**src/rtl/fetch_pkg.sv**
```systemverilog
// Shared types and default widths for the instruction fetch stage.
package fetch_pkg;

    localparam int ADDR_W     = 16;
    localparam int INSTR_W    = 16;
    localparam int FIFO_DEPTH = 2;

    typedef enum logic [1:0] {
        IDLE    = 2'd0,
        REQ     = 2'd1,
        DISCARD = 2'd2
    } fetch_state_t;

    typedef struct packed {
        logic [INSTR_W-1:0] instr;
        logic [ADDR_W-1:0]  pc;
    } fetch_entry_t;

endpackage

```
**src/rtl/instr_fifo.sv**
```systemverilog
// Small synchronous FIFO of fetched {instr, pc} entries with a synchronous clear.
// DEPTH must be a power of two so the pointers wrap naturally.
module instr_fifo
    import fetch_pkg::*;
#(
    parameter int  DEPTH = FIFO_DEPTH,
    localparam int PTR_W = (DEPTH > 1) ? $clog2(DEPTH) : 1,
    localparam int CNT_W = $clog2(DEPTH + 1)
) (
    input  logic             clk_pi,
    input  logic             reset_n_pi,
    input  logic             clear_pi,
    input  logic             push_pi,
    input  fetch_entry_t     push_entry_pi,
    input  logic             pop_pi,
    output logic [CNT_W-1:0] count_po,
    output logic             head_valid_po,
    output fetch_entry_t     head_po
);

    fetch_entry_t     mem_r [DEPTH];
    logic [PTR_W-1:0] wr_ptr_r;
    logic [PTR_W-1:0] rd_ptr_r;
    logic [CNT_W-1:0] count_r;

    // Pointer and occupancy bookkeeping; clear overrides any push or pop
    always_ff @(posedge clk_pi or negedge reset_n_pi) begin
        if (!reset_n_pi) begin
            wr_ptr_r <= '0;
            rd_ptr_r <= '0;
            count_r  <= '0;
        end else if (clear_pi) begin
            wr_ptr_r <= '0;
            rd_ptr_r <= '0;
            count_r  <= '0;
        end else begin
            if (push_pi) begin
                wr_ptr_r <= wr_ptr_r + PTR_W'(1);
            end
            if (pop_pi) begin
                rd_ptr_r <= rd_ptr_r + PTR_W'(1);
            end
            case ({push_pi, pop_pi})
                2'b10:   count_r <= count_r + CNT_W'(1);
                2'b01:   count_r <= count_r - CNT_W'(1);
                default: count_r <= count_r;
            endcase
        end
    end

    // Entry storage, zeroed on reset so the head outputs read 0 out of reset
    always_ff @(posedge clk_pi or negedge reset_n_pi) begin
        if (!reset_n_pi) begin
            for (int i = 0; i < DEPTH; i++) begin
                mem_r[i] <= '0;
            end
        end else if (push_pi && !clear_pi) begin
            mem_r[wr_ptr_r] <= push_entry_pi;
        end
    end

    assign count_po      = count_r;
    assign head_valid_po = (count_r != CNT_W'(0));
    assign head_po       = mem_r[rd_ptr_r];

endmodule

```
**src/rtl/instruction_fetch.sv**
```systemverilog
// Fetch stage: issues one outstanding imem read per free FIFO slot, buffers returned
// words with their PC, and pulses pc_advance_po once per accepted word or flush.
module instruction_fetch #(
    parameter int ADDR_W     = fetch_pkg::ADDR_W,
    parameter int INSTR_W    = fetch_pkg::INSTR_W,
    parameter int FIFO_DEPTH = fetch_pkg::FIFO_DEPTH
) (
    input  logic               clk_pi,
    input  logic               reset_n_pi,
    input  logic [ADDR_W-1:0]  pc_pi,
    output logic               pc_advance_po,
    input  logic               flush_pi,
    output logic               imem_req_po,
    output logic [ADDR_W-1:0]  imem_addr_po,
    input  logic               imem_ack_pi,
    input  logic [INSTR_W-1:0] imem_rdata_pi,
    output logic               instr_valid_po,
    output logic [INSTR_W-1:0] instr_po,
    output logic [ADDR_W-1:0]  instr_pc_po,
    input  logic               decode_ready_pi
);

    import fetch_pkg::*;

    localparam int CNT_W = $clog2(FIFO_DEPTH + 1);

    fetch_state_t      state_r;
    fetch_state_t      state_nxt_s;
    logic              req_r;
    logic              req_nxt_s;
    logic [ADDR_W-1:0] addr_r;
    logic [ADDR_W-1:0] addr_nxt_s;
    logic              push_s;
    logic              pop_s;
    logic [CNT_W-1:0]  count_s;
    logic              head_valid_s;
    fetch_entry_t      head_s;
    fetch_entry_t      push_entry_s;

    // Next-state and request control; a flushed request is still drained by waiting for its ack
    always_comb begin
        state_nxt_s = state_r;
        req_nxt_s   = req_r;
        addr_nxt_s  = addr_r;
        push_s      = 1'b0;
        case (state_r)
            IDLE: begin
                if (!flush_pi && (count_s < CNT_W'(FIFO_DEPTH))) begin
                    state_nxt_s = REQ;
                    req_nxt_s   = 1'b1;
                    addr_nxt_s  = pc_pi;
                end else begin
                    state_nxt_s = IDLE;
                end
            end
            REQ: begin
                if (imem_ack_pi) begin
                    state_nxt_s = IDLE;
                    req_nxt_s   = 1'b0;
                    push_s      = ~flush_pi;
                end else if (flush_pi) begin
                    state_nxt_s = DISCARD;
                end else begin
                    state_nxt_s = REQ;
                end
            end
            DISCARD: begin
                if (imem_ack_pi) begin
                    state_nxt_s = IDLE;
                    req_nxt_s   = 1'b0;
                end else begin
                    state_nxt_s = DISCARD;
                end
            end
            default: begin
                state_nxt_s = IDLE;
                req_nxt_s   = 1'b0;
            end
        endcase
    end

    // FSM state and registered imem request/address
    always_ff @(posedge clk_pi or negedge reset_n_pi) begin
        if (!reset_n_pi) begin
            state_r <= IDLE;
            req_r   <= 1'b0;
            addr_r  <= '0;
        end else begin
            state_r <= state_nxt_s;
            req_r   <= req_nxt_s;
            addr_r  <= addr_nxt_s;
        end
    end

    assign push_entry_s = '{instr: imem_rdata_pi, pc: addr_r};
    assign pop_s        = head_valid_s & decode_ready_pi & ~flush_pi;

    instr_fifo #(
        .DEPTH (FIFO_DEPTH)
    ) u_fifo (
        .clk_pi        (clk_pi),
        .reset_n_pi    (reset_n_pi),
        .clear_pi      (flush_pi),
        .push_pi       (push_s),
        .push_entry_pi (push_entry_s),
        .pop_pi        (pop_s),
        .count_po      (count_s),
        .head_valid_po (head_valid_s),
        .head_po       (head_s)
    );

    // The reset term keeps the PC frozen while the stage is held in reset
    assign pc_advance_po  = reset_n_pi & (flush_pi | ((state_r == REQ) & imem_ack_pi & ~flush_pi));
    assign imem_req_po    = req_r;
    assign imem_addr_po   = addr_r;
    assign instr_valid_po = head_valid_s;
    assign instr_po       = head_s.instr;
    assign instr_pc_po    = head_s.pc;

endmodule

```
**config.mk**
```make
export PLATFORM = sky130hd
export DESIGN_NAME = instruction_fetch
export DESIGN_NICKNAME = d
export VERILOG_FILES = /design/src/rtl/fetch_pkg.sv /design/src/rtl/instr_fifo.sv /design/src/rtl/instruction_fetch.sv
export SDC_FILE = /design/constraint.sdc
export NUM_CORES = 1
export LEC_CHECK = 0
export ABC_CLOCK_PERIOD_IN_PS = 3000
export CAP_MARGIN = 15
export CORE_MARGIN = 5
export CORE_UTILIZATION = 54
export CTS_CLUSTER_SIZE = 16
export DETAILED_ROUTE_END_ITERATION = 8
export PLACE_DENSITY = 0.85
export SYNTH_ARGS = -nofsm -noshare
export SYNTH_HDL_FRONTEND = slang
export SYNTH_SLANG_ARGS = --single-unit
```
**constraint.sdc**
```tcl
create_clock -name clk_pi -period 3 [get_ports clk_pi]
set_clock_uncertainty 0.05 [all_clocks]
set_input_delay 0.6 -clock clk_pi [delete_from_list [all_inputs] [get_ports clk_pi]]
set_output_delay 0.6 -clock clk_pi [all_outputs]
set_load 0.05 [all_outputs]
```
==> impl_metrics.ini <==
[sta]
rsz0062_at_grt = no
post-route-period-util_pct = 84.0
hold_violations = 0
slew_headroom_pct = 33.1
fin_crit_ns = 2.52
drv_slew = 0
holdWs_ns = 0.454
setup_viol_count_final = 0
tns_ns = 0
max_freq_ghz = 0.397
tightestPinTransition_ns = 1.00

[yosys]
yosysTopAreaCell = dfrtp_1
synth_seq_area_share_pct = 57.7
synth_nets = 288
ys.warnings.count = 0
syn-mean-instance-area_sq_um = 15.3
post-synth-top-area-fraction_pct = 57.7
syn-cell-area_sq_mm = 0.00377
ys_seq_elements = 87
yosysUniqueCellTypes = 29
synthCells = 247
synth.area.top_cells = dfrtp_1, mux2_2, ha_1

[clock_tree]
clk_pin_slew_worst_paths_ns = 0.09
root_buffer = clkbuf_8
htree_levels = 3
cts_setup_buffers = 0
clkLatencyLatePin_ns = 0.34
numCtsBuffers = 9
cts_buffer_depth = 2
hold_buffers = 1
cts_resized = 0
cts_tree = built
cts.sinks = 87

[power_and_ir_drop]
p_comb_share_pct = 52.5
clockPowerShare_pct = 14.0
leakage_uw = 0.00231
p_seq_share_pct = 33.5
power.density_mw_per_mm2 = 1010
intPower_uw = 3280
p_sw_uw = 2060
ir_drop_mv = 0.577
swShare_pct = 38.5

[floorplanning]
rows = 30
die_w_um = 93.6
die_h_um = 93.6
core_region_area_sq_mm = 0.00679
pin_count = 88
initial_core_util_pct = 55.6
dieArea_sq_mm = 0.00876

[route]
drtPass1Iterations = 4
post_drt_via_cell_ratio = 5.17
wl_per_cell_um = 16.5
antenna_left = 0
vias = 2280
first_iter_violations = 45
wl_mm = 7.30
remaining_drc_errors = 0

[worst_setup_path]
cp.arrival_ns = 1.87
required_ns = 2.35
worst_setup_path_start_kind = flop
worst_r2r_path_depth = 6
crit_fanout = 23
path_class = reg -> out
endpoint_kind = output port

[final_layout]
drive_gt1_share_pct = 49.0
final_cell_mix = mux2_2, dfrtp_1, clkdlybuf4s50_1
fin_area_sq_mm = 0.00527
final_core_util_pct = 77.5
nets = 381
syn_to_final_growth_pct = 39.5
finish.cell_count_without_fillers = 441
final_common_cell = mux2_2
diodes = 0

[hold_path]
hold_path_class = reg -> reg
hold_depth = 1

[place]
gp_congestion = 0.706
dp_cells = 424
dp_hpwl_mm = 5.21
io_buffers = 87
dpl_cell_area_sq_mm = 0.00507

[grt]
grt_pass1_wl_mm = 12.1
grt_antenna_before_repair = 0
globalRoute.totalOverflow = 0
track_usage_pct = 17.6
grt_max_degree = 84
grt_pass1_vias = 2508

[run]
maxCapViolCount = 0

[status]
status = complete, no violations
-- cell usage after synthesis --
cell type	instances
mux2_2	110
dfrtp_1	87
buf_2	6
ha_1	4
buf_6	3
nand2b_1	3
nor2_1	3
nor3_1	3
a21oi_1	2
buf_4	2
clkbuf_1	2
inv_1	2
mux2_1	2
nor2b_1	2
o21ai_0	2
a211oi_1	1
and2_1	1
and3_1	1
and3b_1	1
nand3b_1	1
nor2_2	1
nor3b_1	1
nor3b_4	1
nor4_1	1
o21a_1	1
o22a_1	1
or2_2	1
xnor2_1	1
xor2_1	1
-- kinds of logic after synthesis --
kind of cell               after synthesis  share of synthesized area [%]
adders and majority gates                4                           1.33
muxes                                  112                           33.4
AOI/OAI and AO/OA                        7                           1.16
buffers and inverters                   15                           2.49
DFF                                     87                           57.7
and+or+nand+nor                         20                           3.48
xor gates and xnor gates                 2                          0.464
-- through the flow --
step                power (uW)  worst slack (ns)
CTS                       5400             0.454
floorplan                 3330              1.01
finish                    5340             0.481
global route              5580             0.414
detailed placement        4640             0.498
global placement          4570             0.540
-- path summary, 6_finish.rpt --
path | startpoint | to | slack, ns
hold / removal | u_fifo.mem_r[34] | u_fifo.mem_r[34] | 0.45
max in group asynchronous | reset_n_pi | u_fifo.mem_r[52] | 1.17
min in group asynchronous | reset_n_pi | imem_addr_po[2] | 0.55
hold reg to reg | u_fifo.mem_r[34] | u_fifo.mem_r[34] | 0.45
setup / recovery | u_fifo.rd_ptr_r | instr_pc_po[10] | 0.48
setup reg to reg | state_r[1] | u_fifo.mem_r[57] | 0.99
-- area by class of cell --
class                      instances  area (sq um)
clock buffer                      11           141
clock inverter                     5          41.3
fill                             406          1530
inverter                           2          7.51
multi-input combinational        145          1500
sequential                        87          2180
tap                               96           120
timing repair buffer              95          1270
-- critical path, stage by stage (launching register included) --
cell     delay, ns
dfrtp_1       0.71
buf_12        0.26
mux2_2        0.39
buf_12        0.16
-- sequential cells by signal, summed over array words and instances, names as in the netlist --
signal	count
u_fifo.wr_ptr_r	1
state_r	2
u_fifo.rd_ptr_r	1
u_fifo.count_po	2
u_fifo.mem_r	64
imem_req_po	1
imem_addr_po	16
-- per-layer routing --
layer | GRT usage [%] | wire [um] | vias to the layer above | part of all wire (%)
met5 | 0 | 0 | - | 0
met1 | 23.5 | 3270 | 1141 | 45
met2 | 28.1 | 3530 | 65 | 48
met4 | 6.14 | 71 | 0 | 0.97
met3 | 4.51 | 419 | 6 | 5.7
li1 | - | - | 1068 | -
-- power groups by stage --
stage / clock network [uW] / logic [uW] / registers (uW)
after detailed placement: 0 / 2830 / 1810
after floorplan: 0 / 1400 / 1940
after global placement: 0 / 2790 / 1780
final: 748 / 2810 / 1790
after global routing: 821 / 2910 / 1840
after CTS: 777 / 2840 / 1790
(Power assumes the default switching activity.)
